File: src/rtl/xpt_sequencer.sv
// Execution-phase sequencer: fetches the opcode, counts decoder phases (XPT) and runs bus cycles.
// Optional macro XPT_WAIT_EN: honour mem_ready wait states; otherwise every bus cycle lasts one clock.
module xpt_sequencer #(
   parameter int XPT_W = 5
) (
   input  logic             clk,
   input  logic             reset,
   output logic             enable,
   output logic [XPT_W-1:0] XPT,
   output logic [XPT_W-1:0] notXPT,
   output logic [7:0]       Source,
   output logic [7:0]       notSource,
   input  logic             PR_Reset_XPT,
   input  logic             P2_Set_CM1,
   input  logic             PC_R0,
   input  logic             PC_R1,
   input  logic             PC_R2,
   input  logic             PC_W0,
   input  logic             PC_W1,
   input  logic             PC_W2,
   output logic             mem_rd,
   output logic             mem_wr,
   output logic             mem_m1,
   output logic [1:0]       mem_slot,
   input  logic             mem_ready,
   input  logic [7:0]       mem_rdata,
   output logic [7:0]       opr0,
   output logic [7:0]       opr1,
   output logic [7:0]       opr2,
   output logic             xpt_overflow,
   output logic [1:0]       dbg_state
);

   typedef enum logic [1:0] {
      ST_RST   = 2'd0,
      ST_FETCH = 2'd1,
      ST_EXEC  = 2'd2,
      ST_MEM   = 2'd3
   } state_t;

   localparam logic [XPT_W-1:0] XPT_ONE = 1;

   state_t           state_q, state_d;
   logic [XPT_W-1:0] xpt_q, xpt_d;
   logic [7:0]       src_q, src_d;
   logic             en_q, en_d;
   logic             rd_q, rd_d;
   logic             wr_q, wr_d;
   logic             m1_q, m1_d;
   logic [1:0]       slot_q, slot_d;
   logic             ovf_q, ovf_d;
   logic             pend_q, pend_d;
   logic [7:0]       opr0_q, opr0_d;
   logic [7:0]       opr1_q, opr1_d;
   logic [7:0]       opr2_q, opr2_d;

   logic             bus_ready;
   logic             rw_any;
   logic             rw_is_wr;
   logic [1:0]       rw_slot;
   logic [XPT_W-1:0] xpt_inc;
   logic             xpt_max;

`ifdef XPT_WAIT_EN
   assign bus_ready = mem_ready;
`else
   logic unused_ready;
   assign unused_ready = mem_ready;
   assign bus_ready    = 1'b1;
`endif

   assign xpt_inc = xpt_q + XPT_ONE;
   assign xpt_max = (xpt_q == {XPT_W{1'b1}});

   // Lowest slot wins; at equal slot a read beats a write.
   always_comb begin
      rw_any   = 1'b1;
      rw_is_wr = 1'b0;
      rw_slot  = 2'd0;
      if (PC_R0) begin
         rw_slot = 2'd0;
      end else if (PC_W0) begin
         rw_slot  = 2'd0;
         rw_is_wr = 1'b1;
      end else if (PC_R1) begin
         rw_slot = 2'd1;
      end else if (PC_W1) begin
         rw_slot  = 2'd1;
         rw_is_wr = 1'b1;
      end else if (PC_R2) begin
         rw_slot = 2'd2;
      end else if (PC_W2) begin
         rw_slot  = 2'd2;
         rw_is_wr = 1'b1;
      end else begin
         rw_any = 1'b0;
      end
   end

   // Bus handshake: mem_rd/mem_wr act as valid and stay high with a stable mem_slot
   // until mem_ready is seen high; the transfer completes on that rising edge.
   always_comb begin
      state_d = state_q;
      xpt_d   = xpt_q;
      src_d   = src_q;
      en_d    = 1'b0;
      rd_d    = 1'b0;
      wr_d    = 1'b0;
      m1_d    = 1'b0;
      slot_d  = 2'd0;
      ovf_d   = 1'b0;
      pend_d  = pend_q;
      opr0_d  = opr0_q;
      opr1_d  = opr1_q;
      opr2_d  = opr2_q;
      case (state_q)
         ST_RST: begin
            state_d = ST_FETCH;
            rd_d    = 1'b1;
            m1_d    = 1'b1;
         end
         ST_FETCH: begin
            if (bus_ready) begin
               src_d   = mem_rdata;
               xpt_d   = '0;
               state_d = ST_EXEC;
               en_d    = 1'b1;
            end else begin
               rd_d = 1'b1;
               m1_d = 1'b1;
            end
         end
         ST_EXEC: begin
            if (P2_Set_CM1) begin
               state_d = ST_FETCH;
               xpt_d   = '0;
               rd_d    = 1'b1;
               m1_d    = 1'b1;
            end else if (rw_any) begin
               state_d = ST_MEM;
               slot_d  = rw_slot;
               rd_d    = ~rw_is_wr;
               wr_d    = rw_is_wr;
               pend_d  = PR_Reset_XPT;
            end else if (PR_Reset_XPT) begin
               xpt_d = '0;
               en_d  = 1'b1;
            end else begin
               xpt_d = xpt_inc;
               ovf_d = xpt_max;
               en_d  = 1'b1;
            end
         end
         ST_MEM: begin
            if (bus_ready) begin
               if (rd_q) begin
                  case (slot_q)
                     2'd0:    opr0_d = mem_rdata;
                     2'd1:    opr1_d = mem_rdata;
                     2'd2:    opr2_d = mem_rdata;
                     default: ;
                  endcase
               end
               // A PR_Reset_XPT seen alongside the R/W strobe takes effect here.
               xpt_d   = pend_q ? '0 : xpt_inc;
               ovf_d   = ~pend_q & xpt_max;
               pend_d  = 1'b0;
               state_d = ST_EXEC;
               en_d    = 1'b1;
            end else begin
               rd_d   = rd_q;
               wr_d   = wr_q;
               slot_d = slot_q;
            end
         end
         default: state_d = ST_RST;
      endcase
   end

   always_ff @(posedge clk) begin
      if (reset) begin
         state_q <= ST_RST;
         xpt_q   <= '0;
         src_q   <= 8'h00;
         en_q    <= 1'b0;
         rd_q    <= 1'b0;
         wr_q    <= 1'b0;
         m1_q    <= 1'b0;
         slot_q  <= 2'd0;
         ovf_q   <= 1'b0;
         pend_q  <= 1'b0;
         opr0_q  <= 8'h00;
         opr1_q  <= 8'h00;
         opr2_q  <= 8'h00;
      end else begin
         state_q <= state_d;
         xpt_q   <= xpt_d;
         src_q   <= src_d;
         en_q    <= en_d;
         rd_q    <= rd_d;
         wr_q    <= wr_d;
         m1_q    <= m1_d;
         slot_q  <= slot_d;
         ovf_q   <= ovf_d;
         pend_q  <= pend_d;
         opr0_q  <= opr0_d;
         opr1_q  <= opr1_d;
         opr2_q  <= opr2_d;
      end
   end

   // Complements are derived from the same registers so they can never diverge.
   assign enable       = en_q;
   assign XPT          = xpt_q;
   assign notXPT       = ~xpt_q;
   assign Source       = src_q;
   assign notSource    = ~src_q;
   assign mem_rd       = rd_q;
   assign mem_wr       = wr_q;
   assign mem_m1       = m1_q;
   assign mem_slot     = slot_q;
   assign opr0         = opr0_q;
   assign opr1         = opr1_q;
   assign opr2         = opr2_q;
   assign xpt_overflow = ovf_q;
   assign dbg_state    = state_q;

endmodule

File: config.mk
export PLATFORM = sky130hd
export DESIGN_NAME = xpt_sequencer
export DESIGN_NICKNAME = d
export VERILOG_FILES = /design/src/rtl/xpt_sequencer.sv
export SDC_FILE = /design/constraint.sdc
export NUM_CORES = 1
export LEC_CHECK = 0
export CAP_MARGIN = 40
export CELL_PAD_IN_SITES_DETAIL_PLACEMENT = 2
export CELL_PAD_IN_SITES_GLOBAL_PLACEMENT = 2
export CORE_MARGIN = 4
export CORE_UTILIZATION = 24
export CTS_CLUSTER_SIZE = 28
export DETAILED_ROUTE_END_ITERATION = 8
export PLACE_DENSITY = 0.87
export SYNTH_ARGS = -nofsm -noshare
export SYNTH_HDL_FRONTEND = slang
export SYNTH_SLANG_ARGS = --single-unit
File: constraint.sdc
create_clock -name clk -period 1.5 [get_ports clk]
set_input_delay 0.375 -clock clk [delete_from_list [all_inputs] [get_ports clk]]
set_output_delay 0.375 -clock clk [all_outputs]
set_load 0.01 [all_outputs]
# == Word-level counts from Yosys, hierarchy flattened ==
# Cells that the tools add are included.
# totals
mem_bits_rw,0
mem_count,0
mem_bits_ro,0
elab_cells,83
latchBits,0
inputBits,19
out_inout_bits,59
register_bits,47
# classes
order_cmp,0
n_reduce_logical,13
shift,0
n_mul,0
muxes,38
n_eq_ne,10
n_addsub,1
n_bitwise,7
div,0
# ops
cell,n
$mux W1,23
$mux W5,4
$pmux W5 S3,1
$reduce_and A3 Y1,4
$mux W2,4
$not A8 Y8,1
$pmux W1 S2,4
$reduce_or A8 Y1,1
$eq A2 B2 Y1 const B,3
$ne A3 B3 Y1 const B,2
$pmux W2 S3,1
$reduce_or A6 Y1,1
$add A5 B1 Y5 const B,1
$eq A5 B5 Y1 const B,1
$not A5 Y5,1
$eq A2 B1 Y1 const B,2
$logic_not A2 Y1,2
$ne A2 B2 Y1 const B,2
$not A1 Y1,4
$reduce_or A4 Y1,1
$pmux W1 S3,1
$reduce_bool A3 Y1,1
$reduce_and A2 Y1,1
$reduce_bool A2 Y1,1
2 further kinds,2

# == Depth between registers and ports, before layout ==
# logic_depth
depth_word,10
ltp_mapped,5
mapped_depth_nobuf,5

# == Worst setup path after synthesis ==
# Ideal clock, no wire load.
# synth_path
path_kind,reg2reg
startpoint,"register state_q[1], in the netlist dbg_state[1]"
endpoint,"register opr1_q[0], in the netlist opr1[0]"
setup_time_ns,0.128
path_buffers,1
t_arrival_ns,1.320
slack_ns,0.052
t_required_ns,1.372
stages_incl_launch_ff,6
cell_sequence,dfxtp_1 nand3_2 or3b_1 buf_6 mux2i_1 nor2_1
# synth_via
elab_chain_cells,2
# synth_lines
item,line,rtl
"start, declared",43,"state_t state_q, state_d;"
"start signal, assigned",196,state_q <= state_d;
$eq A2 B2 Y1,116,case (state_q)
$reduce_and A3 Y1 (no source line),--,
"end signal, assigned",207,opr1_q <= opr1_d;
"end, declared",54,"logic [7:0] opr1_q, opr1_d;"
# Every way passes these cells.
# A chain may end at the register's enable or synchronous reset.

# == Final worst setup path ==
# layout_path
startpoint,input port PC_R1
endpoint,"register slot_q[1], in the netlist mem_slot[1]"
# layout_via
elab_chain_cells,5
# layout_lines
item,line,rtl
"start, declared",16,"input logic PC_R1,"
$mux W1,85,end else if (PC_R1) begin
$mux W1,82,end else if (PC_W0) begin
$mux W1,80,if (PC_R0) begin
$not A1 Y1 (no source line),--,
$reduce_or A8 Y1 (no source line) *,--,
"end signal, assigned",203,slot_q <= slot_d;
"end, declared",50,"logic [1:0] slot_q, slot_d;"
# Every way passes the cells marked *; elsewhere a longest branch is shown, timed or not.

==> results.cfg <==
[logic_synthesis]
seq_area_frac_synth_pct = 51.02
synth.largest_area_cell = dfxtp_1
yosys-top-cells-area = dfxtp_1, mux2i_1, nor2_1
synth.avg_cell_area_um2 = 9.758
yosysTopAreaCellShare_pct = 51.02
ys_ff_latch = 47
synth_cell_types = 34
syn_area_mm2 = 0.001844
syn-instance-count = 189
synth_nets = 210
ys_warn_count = 0

[pwr]
powerDensity_mw_per_mm2 = 811.5
max-vdd-ir-drop_mv = 0.3170
p_leak_uw = 0.001442
power_uw = 2452

[layout]
nets = 312
synthToLayoutAreaGrowth_pct = 63.84
final_cells = 391
drive_gt1_share_pct = 19.86
register_area_um2 = 949.7
layout_common_cells = dlygate4sd2_1, dfxtp_1, nor2_1
num_antenna_cells = 0
final_core_util_pct = 41.00
multiInputGateArea_um2 = 873.3
final_common_cell = dlygate4sd2_1
nFillCells = 843

[die]
dieHeight_um = 95.66
dieArea_mm2 = 0.009151
placementRows = 31
ioPinCount = 78
fp.dieW_um = 95.66
start_util_pct = 25.03
coreArea_mm2 = 0.007370

[drt]
firstDrtPassIters = 4
vias = 1745
wl_um = 6374
vias_per_cell = 4.463
wl_per_cell_um = 16.30
ant_nets = 0
drt_iter0_markers = 35
route.detailed.drc = 0

[timing]
period_share_pct = 97.23
hold_viol_final = 0
layout_min_cycle_time_ps = 1459
tightestPinTransition_ps = 268.4
hold_ws_ps = 494.1
finalMaxSlewViolations = 0
slew_headroom_pct = 81.97
finalClockSkew_ps = 7.657
fmax_mhz = 685.6
setup_viol = 0

[cts]
cts_buffers = 5
root_buffer = clkbuf_8
cts_max_path_buffers = 2
cts_tree = built
clk_latency_ps = 300
cts.sinks = 47
holdBufCountCts = 0
clk_pin_slew_worst_paths_ps = 90
cts_max_level = 2

[critical_path]
cpPeakStageDelay_ps = 540
critPathLaunchType = input pin
critPathRequiredTime_ps = 1700
endpoint = mem_slot[1]
crit_slowest_cell = clkdlybuf4s50_1
crit_chain = clkdlybuf4s50_1 -> nor2_4 -> buf_4 -> nand3_2 -> nand4_1 -> nor4_2
critical_path.endpoint_type = flop
reg2reg_depth = 6
critPathLaunch = PC_R1
critical_path_buf_inv_count = 2
regToRegStartpoint = dbg_state[0]
worstSetupPathType = input pin to flop
cp_num_cells = 6
rr_endpoint = XPT[0]
worstPathMaxFanout = 4
r2r_slack_ps = 70
cp.arrival_ps = 1660
cp_top_family = buffers and inverters

[place]
portBuffers = 76
dp_cells = 381
place_congestion = 0.7302
post-dp-hpwl_um = 4871

[grt]
grtUsageTotal_pct = 14.21
grt_max_degree = 22
grt_pass1_vias = 1933
antenna_found_initial = 0
grt_pass1_wl_um = 9867
gr-total-overflow = 0

[worst_hold_path]
hold_path_class = input pin to flop
hold_start = PC_R0

[run]
drv_cap = 0

[run_status]
status = complete, no violations
## layer usage
metal / global-route usage (%) / part of all wire (%) / wire (µm)
met5: 0 / 0 / 0
met4: 5.450 / 1.5 / 93
met3: 2.526 / 3.8 / 244
met2: 26.81 / 56 / 3546
met1: 15.57 / 39 / 2489
## worst reg2reg max path: stages, from the launching register on
cell and delay, ps:
dfxtp_2 350, buf_4 160, nor2b_2 170, a41oi_2 200, nor3b_2 70, buf_4 160, a22o_1 220
## cells by family (layout without fill, tap and decap cells)
family / count (synthesis) / in the layout / share of synthesized area, %
and+or+nand+nor: 67 / 67 / 17.64
adders and majority gates: 2 / 2 / 1.357
buffers and inverters: 24 / 127 / 5.495
muxes: 32 / 32 / 17.37
xor gates and xnor gates: 1 / 1 / 0.4750
DFF: 47 / 47 / 51.02
AOI/OAI and AO/OA: 16 / 16 / 6.649
## cells in the mapped netlist
cell type / number
or3b_1: 1
nand3_1: 3
nand2b_1: 1
nand3_2: 1
and3_1: 2
nor3_1: 3
and4_1: 1
a32o_1: 4
dfxtp_1: 47
nand4_1: 1
nor2_1: 43
ha_1: 2
xnor2_1: 1
mux2i_1: 32
a221oi_1: 1
nor3b_1: 1
nor2b_1: 4
buf_2: 3
nand2_1: 2
inv_1: 15
nor4_1: 1
buf_6: 1
nor3b_2: 1
and2_1: 1
buf_1: 3
nor3_4: 1
a22o_1: 1
a21oi_1: 3
o21bai_1: 2
a21boi_0: 1
clkbuf_1: 2
a41oi_1: 1
o21ai_0: 2
o221ai_1: 1
## registers in the layout (all words and copies together), names as in the netlist, 2 cells and up
signal     cells
opr0           8
XPT            5
opr1           8
mem_slot       2
dbg_state      2
Source         8
opr2           8
## worst min-delay path by stage
| stage | to | slack [ps] | cells after the start |
|---|---|---|---|
| floorplan | mem_slot[1] | 450 | 1 |
| global placement | opr0[7] | 470 | 2 |
| detailed placement | opr1[0] | 490 | 2 |
| CTS | opr1[0] | 510 | 2 |
| global route | mem_rd | 520 | 3 |
| finish | mem_rd | 490 | 3 |
## repair_timing
item,CTS,global route
setup endpoints to repair,67,16
buffers inserted,0,2
resized for setup,76,10
pin swaps,1,4
## layout make-up
class / count / share of cell area (%)
timing repair buffer: 104 / 30.43
multi-input combinational: 118 / 28.90
inverter: 15 / 1.863
clock buffer: 6 / 2.733
clock inverter: 2 / 0.5383
sequential: 47 / 31.43
tap: 99 / 4.099
## through the flow
| stage | worst slack (ps) | setup TNS [ps] | cell area (µm²) |
|---|---|---|---|
| final | 41.48 | 0 | 3022 |
| after CTS | 3.376 | 0 | 2977 |
| after global routing | -32.41 | -32.41 | 3022 |
| after global placement | -383.4 | -3040 | 2897 |
| after detailed placement | -501.6 | -4578 | 2897 |
| after floorplan | 52.33 | 0 | 1844 |
## power by group
| group | internal [µW] | switching (µW) | leakage [µW] | total (µW) |
|---|---|---|---|---|
| registers | 1280 | 21.8 | 0.000384 | 1300 |
| clock network | 377 | 443 | 0.0000474 | 820 |
| logic | 166 | 167 | 0.00101 | 333 |
| total | 1820 | 632 | 0.00144 | 2450 |
Power figures use the tool's default switching activity.
